[config.mk]
export PLATFORM = sky130hd
export DESIGN_NAME = pyj96_arbiter
export DESIGN_NICKNAME = d
export VERILOG_FILES = /design/src/rtl/pyj96_arbiter.sv
export SDC_FILE = /design/constraint.sdc
export NUM_CORES = 1
export LEC_CHECK = 0
export BUFFER_PORTS_ARGS = -buffer_cell sky130_fd_sc_hd__buf_4
export CAP_MARGIN = 25
export CORE_AREA = 2 2 225 227
export CTS_CLUSTER_SIZE = 10
export DETAILED_ROUTE_END_ITERATION = 8
export DIE_AREA = 0 0 227 229
export PLACE_DENSITY = 0.74
export SYNTH_ARGS = -nofsm -noshare
export SYNTH_HDL_FRONTEND = slang
export SYNTH_SLANG_ARGS = --single-unit
export TNS_END_PERCENT = 10
[constraint.sdc]
create_clock -name clk -period 2.58 [get_ports clk]
set_clock_uncertainty 0.05 [all_clocks]
set_input_delay 0.129 -clock clk [delete_from_list [all_inputs] [get_ports clk]]
set_output_delay 0.129 -clock clk [all_outputs]
set_load 0.03 [all_outputs]
[src/rtl/pyj96_arbiter.sv]
// pyj96_arbiter: two-port round-robin front end that feeds one job at a time
// byte-serially into a cipher core and returns the 96-bit result or a timeout.
module pyj96_arbiter #(
   parameter int TIMEOUT = 255
) (
   input  logic         clk,
   input  logic         reset_n,
   input  logic         req0,
   input  logic         req1,
   input  logic [95:0]  pt0,
   input  logic [95:0]  pt1,
   input  logic [127:0] key0,
   input  logic [127:0] key1,
   output logic         gnt0,
   output logic         gnt1,
   output logic         done0,
   output logic         done1,
   output logic         err0,
   output logic         err1,
   output logic [95:0]  ct_o,
   output logic         busy,
   output logic         core_load,
   output logic         core_start,
   output logic [7:0]   core_byte_in,
   output logic [7:0]   core_key_in,
   input  logic         core_valid,
   input  logic [7:0]   core_byte_out
);
   typedef enum logic [2:0] {IDLE, GRANT, LOAD, START, WAIT, COLLECT, RESP} state_t;
   state_t state_q, state_d;
   logic ptr_q, ptr_d, sel_q, sel_d, abort_q, abort_d;
   logic [15:0] cnt_q, cnt_d;
   logic [11:0][7:0] pt_q, pt_d;
   logic [15:0][7:0] key_q, key_d;
   logic [95:0] ct_q, ct_d;
   logic [1:0] gnt_q, gnt_d, done_q, done_d, err_q, err_d;
   logic [95:0] ct_o_q, ct_o_d;
   logic busy_q, busy_d, core_load_q, core_load_d, core_start_q, core_start_d;
   logic [7:0] core_byte_in_q, core_byte_in_d, core_key_in_q, core_key_in_d;
   // cnt_q is the LOAD byte index, the WAIT cycle counter and the COLLECT byte count
   always_comb begin
      state_d = state_q;
      ptr_d   = ptr_q;
      sel_d   = sel_q;
      abort_d = abort_q;
      cnt_d   = cnt_q;
      pt_d    = pt_q;
      key_d   = key_q;
      ct_d    = ct_q;
      case (state_q)
         IDLE: if (req0 | req1) begin
            sel_d   = (req0 & req1) ? ptr_q : req1;
            ptr_d   = ~sel_d;
            pt_d    = sel_d ? pt1 : pt0;
            key_d   = sel_d ? key1 : key0;
            abort_d = 1'b0;
            cnt_d   = '0;
            state_d = GRANT;
         end
         GRANT: state_d = LOAD;
         LOAD: begin
            cnt_d = cnt_q + 16'd1;
            if (cnt_q == 16'd15) begin
               cnt_d   = '0;
               state_d = START;
            end
         end
         START: state_d = WAIT;
         WAIT: if (core_valid) begin
            ct_d    = {ct_q[87:0], core_byte_out};
            cnt_d   = 16'd1;
            state_d = COLLECT;
         end else begin
            cnt_d = cnt_q + 16'd1;
            if (cnt_d == 16'(TIMEOUT)) begin
               abort_d = 1'b1;
               state_d = RESP;
            end
         end
         COLLECT: if (core_valid) begin
            ct_d  = {ct_q[87:0], core_byte_out};
            cnt_d = cnt_q + 16'd1;
            if (cnt_q == 16'd11) state_d = RESP;
         end
         RESP: state_d = IDLE;
         default: state_d = IDLE;
      endcase
   end
   // Outputs are computed from the next state so the registered copies line up with the state
   always_comb begin
      gnt_d          = (state_d == GRANT) ? (sel_d ? 2'b10 : 2'b01) : 2'b00;
      done_d         = (state_d == RESP && !abort_d) ? (sel_d ? 2'b10 : 2'b01) : 2'b00;
      err_d          = (state_d == RESP && abort_d) ? (sel_d ? 2'b10 : 2'b01) : 2'b00;
      ct_o_d         = (state_d == RESP && !abort_d) ? ct_d : '0;
      busy_d         = state_d != IDLE;
      core_load_d    = state_d == LOAD;
      core_start_d   = state_d == START;
      core_key_in_d  = (state_d == LOAD) ? key_q[4'd15 - cnt_d[3:0]] : 8'h00;
      core_byte_in_d = (state_d == LOAD && cnt_d[3:0] < 4'd12) ? pt_q[4'd11 - cnt_d[3:0]] : 8'h00;
   end
   always_ff @(posedge clk or negedge reset_n) begin
      if (!reset_n) begin
         state_q        <= IDLE;
         ptr_q          <= 1'b0;
         sel_q          <= 1'b0;
         abort_q        <= 1'b0;
         cnt_q          <= '0;
         pt_q           <= '0;
         key_q          <= '0;
         ct_q           <= '0;
         gnt_q          <= '0;
         done_q         <= '0;
         err_q          <= '0;
         ct_o_q         <= '0;
         busy_q         <= 1'b0;
         core_load_q    <= 1'b0;
         core_start_q   <= 1'b0;
         core_byte_in_q <= '0;
         core_key_in_q  <= '0;
      end else begin
         state_q        <= state_d;
         ptr_q          <= ptr_d;
         sel_q          <= sel_d;
         abort_q        <= abort_d;
         cnt_q          <= cnt_d;
         pt_q           <= pt_d;
         key_q          <= key_d;
         ct_q           <= ct_d;
         gnt_q          <= gnt_d;
         done_q         <= done_d;
         err_q          <= err_d;
         ct_o_q         <= ct_o_d;
         busy_q         <= busy_d;
         core_load_q    <= core_load_d;
         core_start_q   <= core_start_d;
         core_byte_in_q <= core_byte_in_d;
         core_key_in_q  <= core_key_in_d;
      end
   end
   assign gnt0         = gnt_q[0];
   assign gnt1         = gnt_q[1];
   assign done0        = done_q[0];
   assign done1        = done_q[1];
   assign err0         = err_q[0];
   assign err1         = err_q[1];
   assign ct_o         = ct_o_q;
   assign busy         = busy_q;
   assign core_load    = core_load_q;
   assign core_start   = core_start_q;
   assign core_byte_in = core_byte_in_q;
   assign core_key_in  = core_key_in_q;
endmodule
==> results of run 1 <==
-- cells by family (layout without fill, tap and decap cells) --
kind of cell | Yosys count | in the layout | share of synthesized area [%]
xor+xnor | 4 | 4 | 0.1671
fa+ha+maj | 4 | 4 | 0.2387
other cells | 0 | 3 | 0
flops | 463 | 463 | 55.25
compound gates | 352 | 352 | 9.547
simple gates | 439 | 439 | 10.11
buf+inv | 139 | 1305 | 2.918
mux | 441 | 441 | 21.77
-- path summary, 6_finish.rpt --
check                           slack [ns]  cells past startpoint        endpoint       start
worst max-delay path                 -0.10                     10  core_key_in[1]  state_q[1]
worst min-delay path                  0.16                      5      state_q[1]  core_valid
worst max register to register       -0.10                     10  core_key_in[1]  state_q[1]
worst min register to register        0.43                      2        pt_q[22]    pt_q[22]
max in group asynchronous             0.66                      4        pt_q[46]     reset_n
min in group asynchronous             0.51                      3        pt_q[10]     reset_n
-- sequential cells by signal, summed over array words and instances, names as in the netlist --
name and count:
state_q 3, cnt_q 16, core_start 1, core_byte_in 8, abort_q 1, busy 1, gnt_q 2, ct_o 96
err_q 2, ptr_q 1, core_load 1, done_q 2, core_key_in 8, sel_q 1, pt_q 96, key_q 128
ct_q 96
-- what timing repair did --
action,CTS,global route
endpoints found under the setup margin,109,179
hold buffers,462,0
endpoints found under the hold margin,619,0
gates cloned,1,2
resized for setup,105,55
buffers inserted,17,23
pin swaps,25,28
-- critical path, cell delays in order, from the launching register on --
cell and delay [ns]:
dfrtp_2 0.46, buf_4 0.17, a221o_1 0.40, and2_4 0.20, buf_6 0.12, buf_6 0.11
o211ai_1 0.23, buf_6 0.22, buf_12 0.12, o22ai_4 0.05, o41a_1 0.41
-- where the power goes --
part | internal [uW] | switching (uW)
clock | 4020 | 2970
sequential | 9570 | 1790
combinational | 6490 | 7120
total | 20100 | 11900
-- layout make-up --
type / instances / area, um2
Fill cell: 3275 / 15270
Multi-Input combinational cell: 1240 / 9523
Inverter: 12 / 62.56
Sequential cell: 463 / 11590
Clock inverter: 8 / 165.2
Clock buffer: 62 / 1401
Timing Repair Buffer: 1223 / 10800
Antenna cell: 3 / 7.507
Tap cell: 672 / 840.8
-- cells in the final DEF (no fill, tap or decap), types with 6 or more instances in the layout --
cell type	instances
clkbuf_16	56
buf_6	15
a21oi_1	7
inv_1	7
mux2i_2	11
nor3_1	7
mux2i_4	19
dfrtp_1	461
nor2b_1	102
nor2_1	15
o31ai_1	6
mux2_2	118
dlygate4sd3_1	461
nand2_1	246
nand3_1	21
clkbuf_1	6
o41a_1	8
buf_12	22
o211ai_1	12
mux2i_1	291
o21ai_0	248
buf_4	715
o22ai_4	9
o22ai_2	13
o22ai_1	11
-- layer usage --
| layer | vias to the layer above | global-route usage (%) |
|---|---|---|
| met3 | 299 | 5.427 |
| met2 | 945 | 51.58 |
| met4 | 0 | 15.95 |
| met1 | 9747 | 34.83 |
| li1 | 8767 | - |
| met5 | - | 0 |
-- per-stage QoR --
| stage | instance area (um2) | total power, uW | hold slack (ns) |
|---|---|---|---|
| finish | 34390 | 31970 | 0.1585 |
| global route | 34390 | 33460 | 0.1321 |
| CTS | 33890 | 30580 | 0.1220 |
| detailed placement | 26950 | 21410 | 0.03228 |
| global placement | 26930 | 21060 | 0.02874 |
| floorplan | 20990 | 17430 | -0.2166 |
==> results.yml, run 1 <==
status:
  status: "finished with violations"
  violations: "negative setup slack"
critical_path:
  cp-end-kind: "flop"
  worstPathArrival_ns: 3.09
  path_max_fanout: 8
  crit_required_ns: 2.99
  critPathKind: "reg2reg"
  startpoint_type: "flop"
synth:
  synth_top_area_cell: "dfrtp_1"
  synth_warnings: 0
  synth-seq-cells: 463
  ys_seq_area_share_pct: 55.25
  syn_area_um2: 20970
  synth_cell_types: 59
  ys.flop_type: "dfrtp_1"
  synth_most_common_cell: "dfrtp_1"
  async_flop_share_pct: 100.0
  synth_edf_count: 0
  syn_inst: 1842
  syn-num-nets: 2307
  synth_top_cells_by_count: "dfrtp_1 (463), mux2i_1 (321), o21ai_0 (252)"
  synth.area.top_cells: "dfrtp_1 (55%), mux2i_1 (15%), mux2_2 (6.4%)"
  synth_top_area_share_pct: 55.25
  postSynthAreaPerCell_um2: 11.38
worst_hold_path:
  hold_path.class: "in2reg"
die:
  rows: 82
  io_pins: 582
  initial_core_util_pct: 42.23
  core_um2: 49660
  die_h_um: 229
  die_area_um2: 51980
  fp.dieW_um: 227
run:
  drv_cap: 0
sta:
  slew_headroom_pct: 53.12
  setup_violations: 9
  fin_ws_ns: -0.1010
  final_max_slew_viol_count: 0
  finalHoldViolations: 0
  rsz0062_at_grt: "true"
  fin_tns_setup_ns: -0.6689
  finalCritPeriodShare_pct: 103.9
  worst_slew_pin_slew_ns: 0.7033
  min_period_ns: 2.681
  max_freq_mhz: 373.0
placed_design:
  dp_hpwl_um: 48280
  place_ws_ns: -0.2133
  portBuffers: 581
  gp_congestion: 0.8696
  post-place-cells: 3106
route:
  viasPerCell: 5.365
  vias: 19760
  drt_iter0_markers: 1506
  routedWlPerCell_um: 21.64
  drt-total-wl_um: 79700
  firstDrtPassIters: 5
  ant_nets: 0
  wl_met2_um: 40280
  dr_wl_met3_um: 4829
  drc: 0
  top_layer_used: "met4"
  met1_length_um: 29830
power:
  peakVddDrop_uv: 616.2
  power_density_nw_per_um2: 929.5
  p_leak_uw: 0.01674
clock_network:
  cts.sinks: 463
  htreeDepth: 2
  cts_tree: "yes"
  clockBufferDepth: 3
  clock_latency_ns: 0.61
  cts.reportedPaths.clkPinSlew_ns: 0.06
  numCtsBuffers: 54
  cts_root_buf: "clkbuf_16"
global_route:
  grt_max_degree: 149
  grtUsageTotal_pct: 29.74
  grt_pass1_wl_um: 118900
  grt_overflow_total: 0
  antenna_found_initial: 2
  grt_pass1_vias: 21630
layout:
  instances_no_fill: 3683
  final_util_pct: 69.26
  area_growth_pct: 64.01
  final_layout_size_suffix_gt1_share_pct: 34.94
  layout.nets: 3459
Note: power is estimated with default switching activity, not from simulation.
==> run 2, diff against run 1 <==
==> constraint.sdc (replaced) <==
create_clock -name clk -period 2.58 [get_ports clk]
set_clock_uncertainty 0.05 [all_clocks]
set_input_delay 0.516 -clock clk [delete_from_list [all_inputs] [get_ports clk]]
set_output_delay 0.516 -clock clk [all_outputs]
set_load 0.03 [all_outputs]
==> run 2 against run 1 <==
The run still ends with negative setup slack left. Sequential cell count unchanged. Fmax is 0.17% higher. Setup slack better by 0.0045 ns. Global-route usage down 5.2 points. Die area unchanged. Combinational power fell by 14%. Final area is 15% lower. Clock power down 3.3%. Worst hold slack worse by 0.048 ns. Critical path type unchanged. Critical endpoint unchanged.
==> results.yml, run 2 (synthesized netlist as in run 1, its figures left out) <==
critical_path:
  critPathKind: "reg2reg"
  cp-end-kind: "flop"
  path_max_fanout: 9
  crit_start: "state_q[2]"
  startpoint_type: "flop"
  r2r-start: "state_q[2]"
  worstPathArrival_ns: 3.09
  crit_required_ns: 2.99
clock_network:
  numCtsBuffers: 53
  clock_latency_ns: 0.61
  clockBufferDepth: 3
  cts.reportedPaths.clkPinSlew_ns: 0.06
  cts_root_buf: "clkbuf_16"
  cts.sinks: 463
  cts_tree: "yes"
  htreeDepth: 2
layout:
  final_layout_size_suffix_gt1_share_pct: 39.61
  final_common_cell: "buf_4"
  seq_area_um2: 11590
  top_register: "key_q"
  largest_register_ffs: 128
  layout.nets: 2973
  insertedDiodeCount: 0
  n_fill_cell: 4137
  area_growth_pct: 39.90
  final_util_pct: 59.08
  final_area_um2: 29340
  multiInputGateArea_um2: 9315
  final_cell_mix: "buf_4 (691), dfrtp_1 (460), mux2i_1 (296)"
power:
  p_leak_uw: 0.01466
  peakVddDrop_uv: 643.1
  power_density_nw_per_um2: 1011
placed_design:
  gp_congestion: 0.8822
  place_ws_ns: -0.2936
  place_area_um2: 27080
  portBuffers: 581
  dp_hpwl_um: 48360
sta:
  hold_ws_ns: 0.1100
  finalCritPeriodShare_pct: 103.7
  finalHoldViolations: 0
  setup_violations: 15
  final_max_slew_viol_count: 0
  worst_slew_pin_slew_ns: 0.6978
  rsz0062_at_grt: "true"
  max_freq_mhz: 373.6
  fin_ws_ns: -0.09654
  slew_headroom_pct: 53.12
  min_period_ns: 2.677
die:
  core_um2: 49660
  fp.dieW_um: 227
  rows: 82
  io_pins: 582
  die_h_um: 229
  die_area_um2: 51980
  initial_core_util_pct: 42.23
route:
  routedWlPerCell_um: 19.94
  drt-total-wl_um: 63600
  firstDrtPassIters: 5
  drc: 0
  vias: 16360
  drt_iter0_markers: 894
  ant_nets: 0
  viasPerCell: 5.129
status:
  status: "finished with violations"
  violations: "negative setup slack"
run:
  drv_cap: 0
worst_hold_path:
  min-delay-start: "core_byte_out[7]"
  hold_path.class: "in2reg"
global_route:
  antenna_found_initial: 1
  grt_overflow_total: 0
  grt_max_degree: 110
  grtUsageTotal_pct: 24.57
  grt_pass1_wl_um: 97570
  grt_pass1_vias: 17230
==> run 2: what timing repair did <==
action	4_1_cts	5_1_grt
buffers inserted	11	1
endpoints found under the hold margin	40	0
pin swaps	12	10
hold buffers	1	0
gates resized for setup	90	24
gates cloned	2	1
endpoints found under the setup margin	115	120
==> run 2: cell type report <==
class,count,share of cell area (%)
clock inverter,6,0.4948
inverter,12,0.1877
clock buffer,58,4.619
tap,672,2.866
timing repair buffer,738,20.57
multi-input combinational,1240,31.75
sequential,463,39.51
==> run 2: worst paths after layout <==
path                                       end  slack, ns  cells past startpoint
worst max-delay path            core_key_in[1]       -0.1                      9
worst min-delay path                   ct_q[7]       0.11                      2
worst max register to register  core_key_in[1]       -0.1                      9
worst min register to register        pt_q[80]       0.43                      2
max in group asynchronous           key_q[110]       1.29                      3
min in group asynchronous             pt_q[44]       0.39                      2
==> run 2: critical path: stages, from the launching register on <==
cell,delay (ns)
dfrtp_2,0.46
nor4_2,0.27
a221o_1,0.30
nand2_1,0.12
and2_4,0.20
inv_8,0.12
buf_4,0.16
mux2i_2,0.29
o22ai_4,0.12
o41a_1,0.44
==> run 2: report_power, final <==
group	leakage (uW)	switching (uW)	total [uW]	internal, uW
logic	0.00791	6060	11700	5630
clock network	0.000730	2860	6760	3900
registers	0.00602	1640	11200	9570
==> run 2: metrics by stage <==
step / instances / setup TNS (ns) / power [uW]
floorplan: 1842 / -0.3303 / 17440
global placement: 3110 / -11.85 / 21320
detailed placement: 3110 / -11.67 / 21680
CTS: 3187 / -1.300 / 29570
global route: 3189 / -2.524 / 31500
finish: 3189 / -0.7629 / 29660
==> run 2: routing by layer <==
layer	GRT usage, %	vias up	part of all wire (%)
met4	7.312	2	2.5
met5	0	-	0.020
met1	31.58	7986	42
li1	-	7802	-
met3	3.926	93	5.1
met2	42.58	473	51
